**config.mk**
```make
export PLATFORM = sky130hd
export DESIGN_NAME = slon5_scan_rx
export DESIGN_NICKNAME = d
export VERILOG_FILES = /design/src/rtl/slon5_pkg.sv /design/src/rtl/slon5_settle_cnt.sv /design/src/rtl/slon5_scan_rx.sv
export SDC_FILE = /design/constraint.sdc
export NUM_CORES = 1
export LEC_CHECK = 0
export CAP_MARGIN = 20
export CORE_MARGIN = 4
export CORE_UTILIZATION = 30
export CTS_CLUSTER_SIZE = 25
export DETAILED_ROUTE_END_ITERATION = 10
export DONT_BUFFER_PORTS = 1
export PLACE_DENSITY = 0.41
export SYNTH_ARGS = -nofsm -noshare
export SYNTH_HDL_FRONTEND = slang
export SYNTH_SLANG_ARGS = --single-unit
```
**constraint.sdc**
```tcl
create_clock -name ref_clk -period 4.18 [get_ports ref_clk]
set_clock_uncertainty 0.15 [all_clocks]
set_input_delay 0.209 -clock ref_clk [delete_from_list [all_inputs] [get_ports ref_clk]]
set_output_delay 0.209 -clock ref_clk [all_outputs]
set_load 0.005 [all_outputs]
```
**src/rtl/slon5_pkg.sv**
```systemverilog
// Shared definitions for the slon5 display scan path: segment glyph table,
// decoder and receive FSM states.
package slon5_pkg;

    localparam int SEG_W = 8;
    typedef logic [SEG_W-1:0] Seg_t;

    // gfedcba glyphs for hex 0..F; the encoder indexes the same table
    localparam logic [6:0] SegTable [16] = '{
        7'h3F, 7'h06, 7'h5B, 7'h4F, 7'h66, 7'h6D, 7'h7D, 7'h07,
        7'h7F, 7'h6F, 7'h77, 7'h7C, 7'h39, 7'h5E, 7'h79, 7'h71
    };

    typedef enum logic [1:0] {SYNC, COLLECT, DONE} ScanRxState_t;

    // Returns {illegal, nibble}; unknown glyphs decode to nibble 0
    function automatic logic [4:0] seg2hex(input logic [6:0] seg);
        logic [4:0] res;
        res = 5'b1_0000;
        for (int i = 0; i < 16; i++)
            if (seg == SegTable[i]) res = {1'b0, 4'(i)};
        return res;
    endfunction

endpackage

```
**src/rtl/slon5_settle_cnt.sv**
```systemverilog
// Input register plus stable-sample counter; pulses accept once when a
// {dnum,dout} pair has been seen SETTLE_CYCLES consecutive times.
module slon5_settle_cnt #(
    parameter int IW            = 2,
    parameter int SW            = 8,
    parameter int SETTLE_CYCLES = 4
) (
    input  logic          clk,
    input  logic          rst,
    input  logic [IW-1:0] i_dnum,
    input  logic [SW-1:0] i_dout,
    output logic [IW-1:0] o_dnum,
    output logic [SW-1:0] o_dout,
    output logic          o_accept
);
    import slon5_pkg::*;

    localparam int            CW  = $clog2(SETTLE_CYCLES + 1);
    localparam logic [CW-1:0] SAT = CW'(SETTLE_CYCLES);

    logic [IW-1:0] r_dnum;
    logic [SW-1:0] r_dout;
    logic [CW-1:0] r_cnt;
    logic          r_accept;
    logic          w_changed;
    logic [CW-1:0] w_cnt_nxt;

    // The count tracks the value being loaded into the input register, so it
    // is aligned with r_dnum/r_dout and accept coincides with the settled value.
    always_comb begin
        w_changed = {i_dnum, i_dout} != {r_dnum, r_dout};
        if (w_changed)
            w_cnt_nxt = CW'(1);
        else if (r_cnt == SAT)
            w_cnt_nxt = r_cnt;
        else
            w_cnt_nxt = r_cnt + CW'(1);
    end

    always_ff @(posedge clk) begin
        if (rst) begin
            r_dnum   <= '0;
            r_dout   <= '0;
            r_cnt    <= '0;
            r_accept <= 1'b0;
        end else begin
            r_dnum   <= i_dnum;
            r_dout   <= i_dout;
            r_cnt    <= w_cnt_nxt;
            r_accept <= (w_cnt_nxt == SAT) && (w_changed || r_cnt != SAT);
        end
    end

    assign o_dnum   = r_dnum;
    assign o_dout   = r_dout;
    assign o_accept = r_accept;

endmodule

```
**src/rtl/slon5_scan_rx.sv**
```systemverilog
// slon5 scan receiver: decodes settled digit patterns and reassembles a full
// display frame, flagging scan-order violations.
module slon5_scan_rx #(
    parameter int DIGIT_NUM     = 4,
    parameter int SEG_WIDTH     = 8,
    parameter int SETTLE_CYCLES = 4
) (
    input  logic                         ref_clk,
    input  logic                         rst,
    input  logic [SEG_WIDTH-1:0]         dout_in,
    input  logic [$clog2(DIGIT_NUM)-1:0] dnum_in,
    output logic [4*DIGIT_NUM-1:0]       frame_data,
    output logic [DIGIT_NUM-1:0]         frame_dp,
    output logic                         frame_valid,
    output logic                         frame_err,
    output logic [DIGIT_NUM-1:0]         seg_err
);
    import slon5_pkg::*;

    localparam int            IW   = $clog2(DIGIT_NUM);
    localparam logic [IW-1:0] LAST = IW'(DIGIT_NUM - 1);

    logic [IW-1:0]        w_dnum;
    logic [SEG_WIDTH-1:0] w_dout;
    logic                 w_accept;
    logic [4:0]           w_dec;
    logic [IW-1:0]        w_held;

    ScanRxState_t r_state, w_state_nxt;
    logic [IW-1:0] r_exp, w_exp_nxt;
    logic          w_cap, w_err, w_done;

    logic [DIGIT_NUM-1:0][3:0] r_sh_nib, r_frame_data;
    logic [DIGIT_NUM-1:0]      r_sh_dp, r_sh_ill, r_frame_dp, r_seg_err;
    logic                      r_valid, r_err;

    slon5_settle_cnt #(
        .IW(IW), .SW(SEG_WIDTH), .SETTLE_CYCLES(SETTLE_CYCLES)
    ) u_settle (
        .clk(ref_clk), .rst(rst),
        .i_dnum(dnum_in), .i_dout(dout_in),
        .o_dnum(w_dnum), .o_dout(w_dout), .o_accept(w_accept)
    );

    assign w_dec  = seg2hex(w_dout[6:0]);
    assign w_held = (r_exp == '0) ? LAST : r_exp - IW'(1);

    always_comb begin
        w_state_nxt = r_state;
        w_exp_nxt   = r_exp;
        w_cap       = 1'b0;
        w_err       = 1'b0;
        w_done      = 1'b0;
        case (r_state)
            SYNC: begin
                if (w_accept && w_dnum == '0) begin
                    w_cap       = 1'b1;
                    w_exp_nxt   = IW'(1);
                    w_state_nxt = COLLECT;
                end
            end
            COLLECT: begin
                if (w_dnum != w_held && w_dnum != r_exp) begin
                    w_err       = 1'b1;
                    w_state_nxt = SYNC;
                end else if (w_accept && w_dnum == r_exp) begin
                    w_cap = 1'b1;
                    if (r_exp == LAST)
                        w_state_nxt = DONE;
                    else
                        w_exp_nxt = r_exp + IW'(1);
                end
            end
            DONE: begin
                // digit 0 may already settle here when SETTLE_CYCLES is 1
                w_done      = 1'b1;
                w_state_nxt = COLLECT;
                w_exp_nxt   = '0;
                if (w_accept && w_dnum == '0) begin
                    w_cap     = 1'b1;
                    w_exp_nxt = IW'(1);
                end
            end
            default: w_state_nxt = SYNC;
        endcase
    end

    always_ff @(posedge ref_clk) begin
        if (rst) begin
            r_state      <= SYNC;
            r_exp        <= '0;
            r_sh_nib     <= '0;
            r_sh_dp      <= '0;
            r_sh_ill     <= '0;
            r_frame_data <= '0;
            r_frame_dp   <= '0;
            r_seg_err    <= '0;
            r_valid      <= 1'b0;
            r_err        <= 1'b0;
        end else begin
            r_state <= w_state_nxt;
            r_exp   <= w_exp_nxt;
            r_valid <= w_done;
            r_err   <= w_err;
            if (w_cap) begin
                r_sh_nib[w_dnum] <= w_dec[3:0];
                r_sh_dp[w_dnum]  <= w_dout[7];
                r_sh_ill[w_dnum] <= w_dec[4];
            end
            if (w_done) begin
                r_frame_data <= r_sh_nib;
                r_frame_dp   <= r_sh_dp;
                r_seg_err    <= r_sh_ill;
            end
        end
    end

    assign frame_data  = r_frame_data;
    assign frame_dp    = r_frame_dp;
    assign seg_err     = r_seg_err;
    assign frame_valid = r_valid;
    assign frame_err   = r_err;

endmodule

```
==> results.cfg <==
[route]
drt-met1-wl_um = 3210
antenna_left = 0
vias = 2155
top_layer_used = met4
wl_met2_um = 2990
drt_iter0_drc = 81
routed_via_density = 4.72
wl_um = 6660
drc = 0
drt-pass1-iter-count = 4
wire_per_inst_um = 14.6
dr_wl_met3_um = 378

[clock_network]
post_cts_buffers = 0
htreeDepth = 3
cts_made_buffers = 9
cts-root-buf = clkbuf_8
clk_pin_slew_ps = 80
cts_sinks = 68
cts_hold_buffers = 11
cts_max_path_buffers = 2
post_cts_resized = 0
clk_latency_ps = 340
cts_tree = built

[critical_path]
cp_num_cells = 5
critPathCaptureType = register
crit_type = reg2reg
path_max_fanout = 13
worst_path_max_delay_cell = dfxtp_1
arrival_ps = 2200
critPathTopFamily = simple AND/OR/NAND/NOR gates
crit_buf_inv = 0
worstSetupStartpointType = register
worstPathRequired_ps = 4220
reg2reg_depth = 5
crit_chain = nand2b_1 -> nor3b_1 -> o21a_1 -> nor3_1 -> a211oi_1
max_stage_delay_ps = 610

[yosys]
yosysUniqueCellTypes = 49
synth_common_cells = dfxtp_1, nor2_1, mux2i_1
yosysWarnings = 0
ys_ff_latch = 68
yosys_most_used_dff = dfxtp_1
syn-num-nets = 334
syn-instance-count = 315
synth_area_mm2 = 0.00310
syn_area_per_cell_um2 = 9.85
synthTopCellsByArea = dfxtp_1, mux2i_1, nor2_1, a211oi_1, xnor2_1
synth.largest_area_cell = dfxtp_1
synthArstFlopShare_pct = 0
synth_most_common_cell = dfxtp_1
ys_seq_area_share_pct = 43.9
synth_edf_count = 0
synth_top_area_share_pct = 43.9

[layout]
finalNetCount = 338
multi_input_area_mm2 = 0.00158
fill_cells = 1042
n_antenna_cell = 0
drive_above_1_share_pct = 9.26
ff_latch_area_mm2 = 0.00136
area_growth_pct = 12.8

[placed_design]
gp_congestion = 0.756
io_buffers = 0
dpl.hpwl_um = 4550

[power_and_ir_drop]
pwr-share-seq_pct = 49.5
power.leakage_uw = 0.00114
internal_power_uw = 1040
max-vdd-ir-drop_uv = 182
pwr-share-comb_pct = 6.2
pwr-share-clk_pct = 44.2
p_switching_uw = 328
p_sw_share_pct = 24.0
power.density_mw_per_mm2 = 390

[sta]
setup_tns_ps = 0
tightest_slew_ps = 743
clock.fmax_ghz = 0.462
holdWs_ps = 20.4
setup_violations = 0
drv_slew = 0
rsz0062_at_grt = false
hold_viol = 0
slew_headroom_pct = 50.1
finalCriticalPeriod_ps = 2160
post-route-period-util_pct = 51.8

[grt]
grt-ovfl-total = 0
grt_pass1_vias = 2145
grt_use_total_pct = 12.0
grt_pass1_wl_um = 11100
antenna_found_initial = 0
grt_max_degree = 67

[die]
dieArea_mm2 = 0.0120
boundaryPins = 38
rows = 36
core_area_mm2 = 0.00991
die_w_um = 110
die_height_um = 110
start_util_pct = 31.3

[hold_path]
min_path_cells = 4
hold_path.class = in2reg

[run_status]
status = completed

[run]
maxCapViolCount = 0
## layout make-up
cell class	count	area share, %
multi-input cells	219	45.2
flip-flops and latches	68	38.9
well taps	133	4.75
repair buffers	12	3.86
clock buffers	9	3.54
clock inverters	7	2.75
inverters	9	0.965
## state kept, by name, indices dropped and copies added, names as in the netlist
| register | cells |
|---|---|
| u_settle.o_dnum | 2 |
| frame_err | 1 |
| r_sh_dp | 4 |
| r_state | 2 |
| r_exp | 2 |
| u_settle.o_accept | 1 |
| u_settle.r_cnt | 3 |
| r_sh_nib | 16 |
| frame_data | 16 |
| frame_valid | 1 |
| seg_err | 4 |
| r_sh_ill | 4 |
| u_settle.o_dout | 8 |
| frame_dp | 4 |
## power by group through the flow
stage                     Sequential (µW)  Clock, µW  Combinational [µW]
after floorplan                       677          0                80.2
after global placement                691          0                66.8
after detailed placement              691          0                66.2
after CTS                             676        628                86.6
after global routing                  679        656                95.9
final                                 676        604                85.3
## metrics by stage
stage	total power [µW]	instances	worst slack (ps)	utilization [%]	instance area [µm²]
after floorplan	757	315	2270	-	3100
after global placement	758	430	2060	31.8	3150
after detailed placement	758	430	2030	31.8	3150
after CTS	1390	457	2010	35.3	3500
after global routing	1430	457	1870	35.3	3500
final	1370	457	2020	35.3	3500
## path summary, 6_finish.rpt
check	start	end	slack, ps
worst max-delay path	u_settle.o_dout[2]	r_sh_nib[10]	2020
worst min-delay path	dnum_in[1]	u_settle.r_cnt[0]	20
worst min register to register	r_sh_ill[1]	r_sh_ill[1]	330
worst max register to register	u_settle.o_dout[2]	r_sh_nib[10]	2020
## tightest hold or removal path: stages
cell,delay [ps]
xnor2_1,50
nand4_1,60
nor4_1,50
a21oi_1,110
## layer usage
metal,GRT usage [%],vias up
li1,-,1115
met1,15.7,995
met2,18.5,37
met3,4.52,8
met4,3.56,0
met5,0,-
## layout by cell type, fill, tap and decap left out, drive strengths merged, types with 3 or more instances in the layout
cell	n
a21oi	6
mux2i	34
nand4b	5
nand4	5
dfxtp	68
nand2	6
clkinv	3
inv	11
nor3b	3
nand3	4
a211oi	20
nor3	9
ha	7
nand2b	10
nand3b	3
clkbuf	9
xnor2	14
nor2	51
dlygate4sd3	10
nor2b	13
## logic make-up (layout without fill, tap and decap cells)
logic type | after synthesis | in the layout | share of synthesized area (%)
flip-flops | 68 | 68 | 43.9
XOR/XNOR | 16 | 16 | 5.00
AO/OA/AOI/OAI | 43 | 43 | 10.4
multiplexers | 34 | 34 | 11.0
AND/OR/NAND/NOR | 119 | 119 | 21.9
adder cells (fa/ha/maj) | 7 | 7 | 2.82
buffers and inverters | 28 | 37 | 5.08
Note: power is estimated with default switching activity, not from simulation.
